--- src/rtl/prefetch_issue_queue_if.sv ---
// rtl/prefetch_issue_queue_if.sv - predicted-PC input and I-mem prefetch handshake bundle
interface prefetch_issue_queue_if #(
    parameter int ADDRESS_BITS = 20
);
    logic                    in_valid;
    logic [ADDRESS_BITS-1:0] in_pc;
    logic                    mem_req;
    logic [ADDRESS_BITS-1:0] mem_addr;
    logic                    mem_gnt;
    logic                    mem_resp;

    modport master (
        output in_valid, in_pc, mem_gnt, mem_resp,
        input  mem_req, mem_addr
    );

    modport slave (
        input  in_valid, in_pc, mem_gnt, mem_resp,
        output mem_req, mem_addr
    );
endinterface

--- src/rtl/prefetch_issue_queue.sv ---
// rtl/prefetch_issue_queue.sv - line-aligning, deduplicating prefetch FIFO with req/gnt/resp issue FSM
module prefetch_issue_queue #(
    parameter int ADDRESS_BITS = 20,
    parameter int DEPTH        = 4,
    parameter int LINE_BITS    = 2
) (
    input  logic                     clk_i,
    input  logic                     rst_i,
    input  logic                     in_done_i,
    input  logic                     flush_i,
    prefetch_issue_queue_if.slave    bus,
    output logic [$clog2(DEPTH):0]   count_o,
    output logic                     busy_o,
    output logic                     seq_idle_o,
    output logic [7:0]               drop_cnt_o
);
    localparam int PTR_W = $clog2(DEPTH);
    localparam int CNT_W = PTR_W + 1;
    localparam logic [ADDRESS_BITS-1:0] LINE_MASK =
        ~((ADDRESS_BITS'(1) << LINE_BITS) - ADDRESS_BITS'(1));

    typedef enum logic [1:0] {S_IDLE, S_REQ, S_WAIT} state_e;

    state_e                  state_q, state_d;
    logic [ADDRESS_BITS-1:0] fifo_q [DEPTH];
    logic [PTR_W-1:0]        rd_ptr_q, rd_ptr_d, wr_ptr_q, wr_ptr_d;
    logic [CNT_W-1:0]        count_q, count_d;
    logic [ADDRESS_BITS-1:0] addr_q, addr_d;
    logic                    done_flag_q, done_flag_d;
    logic [7:0]              drop_q, drop_d;
    logic [ADDRESS_BITS-1:0] aligned;
    logic [PTR_W-1:0]        offset;
    logic                    dup, pop, push, drop;

    assign aligned = bus.in_pc & LINE_MASK;

    // An entry is live when its distance from the read pointer is below count.
    always_comb begin
        dup    = (state_q != S_IDLE) && (aligned == addr_q);
        offset = '0;
        for (int i = 0; i < DEPTH; i++) begin
            offset = PTR_W'(i) - rd_ptr_q;
            if (({1'b0, offset} < count_q) && (fifo_q[i] == aligned)) begin
                dup = 1'b1;
            end
        end
    end

    assign pop  = (state_q == S_IDLE) && (count_q != '0) && !flush_i;
    assign push = bus.in_valid && !flush_i && !dup && ((count_q != CNT_W'(DEPTH)) || pop);
    assign drop = bus.in_valid && !flush_i && !push;

    always_comb begin
        rd_ptr_d    = rd_ptr_q;
        wr_ptr_d    = wr_ptr_q;
        count_d     = count_q;
        state_d     = state_q;
        addr_d      = addr_q;
        drop_d      = drop_q;
        done_flag_d = done_flag_q;

        if (flush_i) begin
            rd_ptr_d = '0;
            wr_ptr_d = '0;
            count_d  = '0;
        end else begin
            if (push) wr_ptr_d = wr_ptr_q + PTR_W'(1);
            if (pop)  rd_ptr_d = rd_ptr_q + PTR_W'(1);
            case ({push, pop})
                2'b10:   count_d = count_q + CNT_W'(1);
                2'b01:   count_d = count_q - CNT_W'(1);
                default: count_d = count_q;
            endcase
        end

        if (drop && (drop_q != 8'hff)) drop_d = drop_q + 8'd1;

        if (push)           done_flag_d = 1'b0;
        else if (in_done_i) done_flag_d = 1'b1;

        case (state_q)
            S_IDLE: if (pop) begin
                addr_d  = fifo_q[rd_ptr_q];
                state_d = S_REQ;
            end
            S_REQ:   if (bus.mem_gnt)  state_d = S_WAIT;
            S_WAIT:  if (bus.mem_resp) state_d = S_IDLE;
            default: state_d = S_IDLE;
        endcase
    end

    always_ff @(posedge clk_i) begin
        if (rst_i) begin
            state_q     <= S_IDLE;
            rd_ptr_q    <= '0;
            wr_ptr_q    <= '0;
            count_q     <= '0;
            addr_q      <= '0;
            drop_q      <= '0;
            done_flag_q <= 1'b0;
        end else begin
            state_q     <= state_d;
            rd_ptr_q    <= rd_ptr_d;
            wr_ptr_q    <= wr_ptr_d;
            count_q     <= count_d;
            addr_q      <= addr_d;
            drop_q      <= drop_d;
            done_flag_q <= done_flag_d;
        end
    end

    // Storage needs no reset: liveness is tracked by pointers and count alone.
    always_ff @(posedge clk_i) begin
        if (!rst_i && push) fifo_q[wr_ptr_q] <= aligned;
    end

    assign bus.mem_req  = (state_q == S_REQ);
    assign bus.mem_addr = addr_q;
    assign count_o      = count_q;
    assign busy_o       = (count_q != '0) || (state_q != S_IDLE);
    assign seq_idle_o   = done_flag_q && (count_q == '0) && (state_q == S_IDLE);
    assign drop_cnt_o   = drop_q;
endmodule

--- src/flat_wrapper.sv ---
// flat-port wrapper written by rule: the top's interface ports become plain ports
module prefetch_issue_queue_flat 
#(
    parameter int ADDRESS_BITS = 20,
    parameter int DEPTH        = 4,
    parameter int LINE_BITS    = 2
)
  (clk_i, rst_i, in_done_i, flush_i, count_o, busy_o, seq_idle_o, drop_cnt_o, bus_in_valid, bus_in_pc, bus_mem_gnt, bus_mem_resp, bus_mem_req, bus_mem_addr);
  prefetch_issue_queue_if #(.ADDRESS_BITS(ADDRESS_BITS)) bus_i ();
  input  logic clk_i;
  input  logic rst_i;
  input  logic in_done_i;
  input  logic flush_i;
  output logic [$clog2(DEPTH):0] count_o;
  output logic busy_o;
  output logic seq_idle_o;
  output logic [7:0] drop_cnt_o;
  input wire logic [$bits(bus_i.in_valid)-1:0] bus_in_valid;
  input wire logic [$bits(bus_i.in_pc)-1:0] bus_in_pc;
  input wire logic [$bits(bus_i.mem_gnt)-1:0] bus_mem_gnt;
  input wire logic [$bits(bus_i.mem_resp)-1:0] bus_mem_resp;
  output wire logic [$bits(bus_i.mem_req)-1:0] bus_mem_req;
  output wire logic [$bits(bus_i.mem_addr)-1:0] bus_mem_addr;
  assign bus_i.in_valid = bus_in_valid;
  assign bus_i.in_pc = bus_in_pc;
  assign bus_i.mem_gnt = bus_mem_gnt;
  assign bus_i.mem_resp = bus_mem_resp;
  assign bus_mem_req = bus_i.mem_req;
  assign bus_mem_addr = bus_i.mem_addr;
  prefetch_issue_queue #(.ADDRESS_BITS(ADDRESS_BITS), .DEPTH(DEPTH), .LINE_BITS(LINE_BITS)) u_core (.clk_i(clk_i), .rst_i(rst_i), .in_done_i(in_done_i), .flush_i(flush_i), .bus(bus_i), .count_o(count_o), .busy_o(busy_o), .seq_idle_o(seq_idle_o), .drop_cnt_o(drop_cnt_o));
endmodule
--- config.mk ---
export PLATFORM = sky130hd
export DESIGN_NAME = prefetch_issue_queue_flat
export DESIGN_NICKNAME = d
export VERILOG_FILES = /design/src/rtl/prefetch_issue_queue_if.sv /design/src/rtl/prefetch_issue_queue.sv /design/src/flat_wrapper.sv
export SDC_FILE = /design/constraint.sdc
export NUM_CORES = 1
export LEC_CHECK = 0
export ABC_AREA = 1
export CORE_UTILIZATION = 53
export DETAILED_ROUTE_END_ITERATION = 12
export PLACE_DENSITY_LB_ADDON = 0.12
export SYNTH_ARGS = -nofsm -noshare
export SYNTH_HDL_FRONTEND = slang
export SYNTH_SLANG_ARGS = --single-unit
export TNS_END_PERCENT = 1
--- constraint.sdc ---
create_clock -name clk_i -period 7.6 [get_ports clk_i]
set_input_delay 1.52 -clock clk_i [delete_from_list [all_inputs] [get_ports clk_i]]
set_output_delay 1.52 -clock clk_i [all_outputs]
set_load 0.01 [all_outputs]
== After elaboration in Yosys (flattened, before gate mapping) ==
Memory sizes are Yosys's and may differ from the RTL's. A register that Yosys moved wholly into a read port is not among the register bits.
Cells that the tools add are included.

* Add/subtract/negate cells: 9
* Magnitude comparators: 4
* Equal/unequal tests: 14
* Mux-type cells: 11
* Reductions and logical operators: 30

{| class="wikitable"
|+ Operator list
! operator !! number
|-
| 20-bit equality test || 5
|-
| 1-bit logical AND || 15
|-
| 2-bit by 3-bit less-than comparator with 1-bit output || 4
|-
| 8-bit by 1-bit adder with 8-bit output, second input constant || 1
|-
| 8-bit inequality test, second input constant || 1
|-
| 1-bit two-way mux || 6
|-
| 2-bit two-way mux || 3
|-
| 2-bit case mux with 3 select lines || 1
|-
| 3-bit case mux with 2 select lines || 1
|-
| 2-bit by 1-bit adder with 2-bit output, second input constant || 2
|-
| 2-bit by 1-bit equality test with 1-bit output, second input constant || 2
|-
| 2-bit equality test, second input constant || 2
|-
| 1-bit logical NOT || 4
|-
| 2-bit inequality test, second input constant || 2
|-
| 2-bit nonzero test || 2
|-
| 2-bit OR reduction || 2
|-
| 1-bit by 2-bit subtractor with 2-bit output, first input constant || 2
|-
| 2-bit subtractor, first input constant || 2
|-
| 3-bit by 1-bit adder with 3-bit output, second input constant || 1
|-
| 3-bit logical NOT || 1
|-
| 3-bit inequality test, second input constant || 1
|-
| 3-bit AND reduction || 1
|-
| 3-bit nonzero test || 1
|-
| 3-bit by 1-bit subtractor with 3-bit output, second input constant || 1
|-
| 4 further kinds || 5
|}

* Bits in registers: 38
* Bits in writable memories: 72
* Output and inout port bits: 34
* Word-level logic and storage cells: 76
* Memories kept: 1

{| class="wikitable"
|+ Memory list
! name !! words !! bits a word !! rd ports !! clocked after memory_dff !! wr ports !! RTL line !! RTL
|-
| u_core.fifo_q || 4 || 18 || 5 || 1 || 1 || prefetch_issue_queue.sv:25 || <nowiki>logic [ADDRESS_BITS-1:0] fifo_q [DEPTH];</nowiki>
|}

== Depth between registers and ports, before layout ==
* Depth after elaboration: 13
* Depth in mapped cells: 22
* Mapped depth without buffers: 19

== Worst setup path after synthesis ==
Ideal clock, no wire load.

* Path kind: input-to-reg
* Start point: input bus_in_pc[13]
* End point: register u_core.count_q[2], in the netlist u_core.count_o[2]
* Setup time: 0.122 ns
* Data arrival time: 3.387 ns
* Data required time: 7.478 ns
* Slack: 4.091 ns
* Stages on the path: 19
* Path through: buf_2 -> inv_1 -> nand2_1 -> nand2_1 -> nor2_1 -> nand2_1 -> nor2_1 -> nand3_1 -> nand2_1 -> nor2_2 -> nand2_4 -> buf_8 -> ha_1 -> inv_1 -> fa_1 -> a21oi_1 -> o21ai_0 -> o21ai_0 -> a21oi_1

* Cells in the longest elaborated chain, start to end: 11

{| class="wikitable"
|+ RTL lines
! element !! RTL line !! RTL
|-
| start, declared || flat_wrapper.sv:19 || <nowiki>input wire logic [$bits(bus_i.in_pc)-1:0] bus_in_pc;</nowiki>
|-
| 20-bit equality test, on equally long branches || prefetch_issue_queue.sv:39, prefetch_issue_queue.sv:43 ||
|-
| 1-bit logical AND, on equally long branches || prefetch_issue_queue.sv:39, prefetch_issue_queue.sv:43 ||
|-
| 1-bit two-way mux (3 in series) || prefetch_issue_queue.sv:43 || <nowiki>if (({1'b0, offset} < count_q) && (fifo_q[i] == aligned)) begin</nowiki>
|-
| 1-bit two-way mux (*) || prefetch_issue_queue.sv:43 ||
|-
| 1-bit logical NOT (*) || prefetch_issue_queue.sv:50 || <nowiki>assign push = bus.in_valid && !flush_i && !dup && ((count_q != CNT_W'(DEPTH)) || pop);</nowiki>
|-
| 1-bit logical AND (*) (2 in series) || prefetch_issue_queue.sv:50 ||
|-
| 2-bit by 1-bit equality test with 1-bit output / 2-bit equality test (equally long branches) || prefetch_issue_queue.sv:69 || <nowiki>case ({push, pop})</nowiki>
|-
| 3-bit case mux with 2 select lines / 2-bit nonzero test (equally long branches) || -- ||
|-
| end signal, assigned || prefetch_issue_queue.sv:105 || <nowiki>count_q <= count_d;</nowiki>
|-
| end, declared || prefetch_issue_queue.sv:27 || <nowiki>logic [CNT_W-1:0] count_q, count_d;</nowiki>
|}

Every way passes the cells marked *; elsewhere a longest branch is shown, timed or not.
A chain may end at the register's enable or synchronous reset.

== Final worst setup path ==
* Start point: input bus_in_pc[9]
* End point: memory u_core.fifo_q[1][7] (netlist bit), enable pin

* Cells in the longest elaborated chain, start to end: 12

{| class="wikitable"
|+ RTL lines
! element !! RTL line !! RTL
|-
| 20-bit equality test, on equally long branches || prefetch_issue_queue.sv:39, prefetch_issue_queue.sv:43 ||
|-
| 1-bit logical AND, on equally long branches || prefetch_issue_queue.sv:39, prefetch_issue_queue.sv:43 ||
|-
| 1-bit two-way mux (3 in series) || prefetch_issue_queue.sv:43 ||
|-
| 1-bit two-way mux (*) || prefetch_issue_queue.sv:43 ||
|-
| 1-bit logical NOT (*) || prefetch_issue_queue.sv:50 ||
|-
| 1-bit logical AND (*) (2 in series) || prefetch_issue_queue.sv:50 ||
|-
| 1-bit logical AND (*) || prefetch_issue_queue.sv:114 || <nowiki>if (!rst_i && push) fifo_q[wr_ptr_q] <= aligned;</nowiki>
|-
| 1-bit two-way mux (*) || prefetch_issue_queue.sv:114 ||
|-
| 1-bit two-way mux (not written as such) (*) || prefetch_issue_queue.sv:114 ||
|-
| end, declared || prefetch_issue_queue.sv:25 ||
|}

Marked as above.

==> flow_summary.toml <==
[clocking]
numCtsBuffers = 9
clock_sinks = 108
cts_root_buffer = "clkbuf_16"
cts.path.max_buffers = 2
htree_levels = 3
cts_hold_buffers = 0
cts_tree = "yes"
cts_resized = 0
clk_latency_ps = 350
post_cts_buffers = 0
cts.clk_slew.worst_paths_ps = 70

[cells_and_area]
postLayoutCellArea_sq_um = 6960
area_growth_syn_to_layout_pct = 16.1
ff_latch_area_sq_um = 2880
antenna_cells = 0
multi_input_area_sq_um = 2480
num-fill-cells = 968
nNetsFinal = 896
drive_above_1_share = 0.0614
stdcell_count = 1003
final_util = 0.637

[timing]
final-max-slew-violation-count = 0
fin_crit_sh = 0.552
setup_viol = 0
hold_slack_ps = 503
worstMarginPinSlew_ps = 1140
finClkSkew_ps = 8.56
slew_headroom = 0.238
setup_tns_ps = 0
rsz0062_at_grt = "no"
report.final.hold_viol_count = 0
fmax_mhz = 239
final.min_clock_period_ps = 4190

[power_and_ir_drop]
vdd_drop_max_mv = 0.147
p_leak_nw = 3.14
power-per-cell-area_nw_per_um2 = 182
clockPowerShare = 0.365
power.internal_w = 0.000964
switchingPower_w = 0.000303
p_seq_frac = 0.513
comb_power_share = 0.122
switching_share = 0.239

[synth]
synthAdderAreaFrac = 0.0242
seq_area_frac_synth = 0.481
ys_ff_latch = 108
synthCells = 801
avgSynthCellArea_sq_um = 7.49
synth_compound_area_frac = 0.0881
synthMuxAreaShare = 0
synth_area_sq_um = 6000
synth_cell_type_count = 38
ys.flop_type = "edfxtp_1"
synth-edff-count = 72
synthArstFlopShare = 0
yosysWarnings = 0
synth-simple-area-share = 0.294
synth_top_family_by_area = "simple AND/OR/NAND/NOR gates"
synth_xor_area_frac = 0.00584

[route]
wl_um = 14900
drt_pass1_iterations = 5
wire_per_inst_um = 14.8
ant_nets = 0
vias = 5282
initialDrtViolationCount = 413
drcViolationCount = 0
routed_via_density = 5.27

[place]
numPortBuffers = 56
placedInstanceArea_sq_um = 6670
place_inst = 987
dp_hpwl_um = 10300
gp_congestion = 0.895

[worst_setup_path]
cp.required_ps = 7640
cp-start-kind = "input pin"
critical_path_class = "input pin to register"
end_kind = "register"
worst_ep_arrival_time_ps = 4230
path_max_fanout = 15

[global_routing]
grt_pass1_vias = 4953
grt_pass1_wl_um = 23900
met3_usage = 0.0470
grt_max_degree = 39
overflow = 0
grt_use_met2 = 0.450
met1_usage = 0.344
grt_usage = 0.269
antenna_found_initial = 0
grt_busiest_layer = "met2"

[floorplan]
io_pins = 61
initial_utilization = 0.548
die_area_sq_um = 11700
core-area_sq_um = 10900
die_x_um = 108
rows = 38
chipHeight_um = 108

[outcome]
status = "finished, final reports clean"

[job]
max-cap-violations = 0

[min_path]
holdCritPathClass = "register to register"
through the flow:
stage               setup WS, ps  power (W)
detailed placement          3070   0.000816
finish                      3410    0.00127
global route                3180    0.00131
floorplan                   4090   0.000749
CTS                         3450    0.00127
global placement            3100   0.000812
layout by cell type (no fill, tap or decap), types with 3 or more instances in the layout:
cell type,netlist,final
nand3_1,18,18
o22ai_1,16,16
o21ai_0,11,11
nand2_1,296,296
xor2_1,3,3
inv_2,20,20
clkinv_1,2,3
clkdlybuf4s50_1,0,56
nand4_1,9,9
a2111oi_0,15,15
clkbuf_16,0,9
nor2_2,7,8
o21ai_1,3,3
inv_1,119,119
clkbuf_1,5,3
edfxtp_1,72,72
a211oi_1,16,16
buf_4,5,5
a21oi_1,16,16
ha_1,10,10
nor2_1,99,98
dfxtp_1,36,36
registers in the layout, indices dropped and copies added, names as in the netlist:
signal	count
u_core.drop_cnt_o	8
u_core.fifo_q	72
u_core.done_flag_q	1
u_core.state_q	2
u_core.wr_ptr_q	2
u_core.bus.mem_addr	18
u_core.rd_ptr_q	2
u_core.count_o	3
per-layer routing:
layer	vias up	share of wire	wire length (um)
met1	2400	0.42	6250
met5	-	0	0
met2	196	0.48	7110
met4	0	0.029	437
met3	34	0.071	1050
li1	2652	-	-
cell type report:
cell class | count | share of cell area
multi-input combinational | 536 | 0.356
timing repair buffer | 61 | 0.0859
sequential | 108 | 0.414
tap | 140 | 0.0252
clock buffer | 13 | 0.0359
inverter | 142 | 0.0773
clock inverter | 3 | 0.00557
worst max-delay path, cell delays in order:
cell	delay [ps]
clkdlybuf4s50_1	680
inv_2	120
o21ai_1	220
nor2_1	60
nand2_1	50
nor2_1	40
nand3_1	60
nand2_1	50
nor2_1	210
nand2_4	170
clkinv_4	90
nand2_4	60
nor2_2	540
buf_4	340
Yosys cell counts, drive strengths merged, types with 3 or more instances:
cell     number  area share
nand4        10       0.011
a21oi        17       0.015
clkinv        3      0.0027
a211oi       16       0.020
buf          11       0.014
xor2          3      0.0044
o22ai        16       0.017
clkbuf        5      0.0031
edfxtp       72        0.36
dfxtp        36        0.12
ha           10       0.021
o21ai        14       0.012
inv         139       0.087
a2111oi      15       0.022
nand3        20       0.018
nor2        106       0.069
nand2       298        0.19
nor3          3      0.0033
cell families (layout without fill, tap and decap cells):
family / Yosys count / count (layout)
flops: 108 / 108
fa+ha+maj: 11 / 11
xor+xnor: 4 / 4
simple gates: 439 / 439
other cells: 1 / 2
compound gates: 80 / 80
buf+inv: 158 / 219
final timing paths:
check / start / to / slack, ps / cells after the start
setup / recovery: bus_in_pc[9] / u_core.fifo_q[1][7] / 3410 / 14
hold / removal: u_core.bus.mem_addr[16] / u_core.bus.mem_addr[16] / 500 / 2
setup reg to reg: u_core.rd_ptr_q[0] / u_core.fifo_q[1][7] / 3700 / 15
hold reg to reg: u_core.bus.mem_addr[16] / u_core.bus.mem_addr[16] / 500 / 2
power by group through the flow:
stage	logic [W]	clock network, W	registers [W]
finish	0.000154	0.000462	0.000650
detailed placement	0.000153	0	0.000663
global route	0.000173	0.000488	0.000651
global placement	0.000150	0	0.000662
CTS	0.000154	0.000470	0.000650
floorplan	0.0000842	0	0.000665
Power figures use the tool's default switching activity.
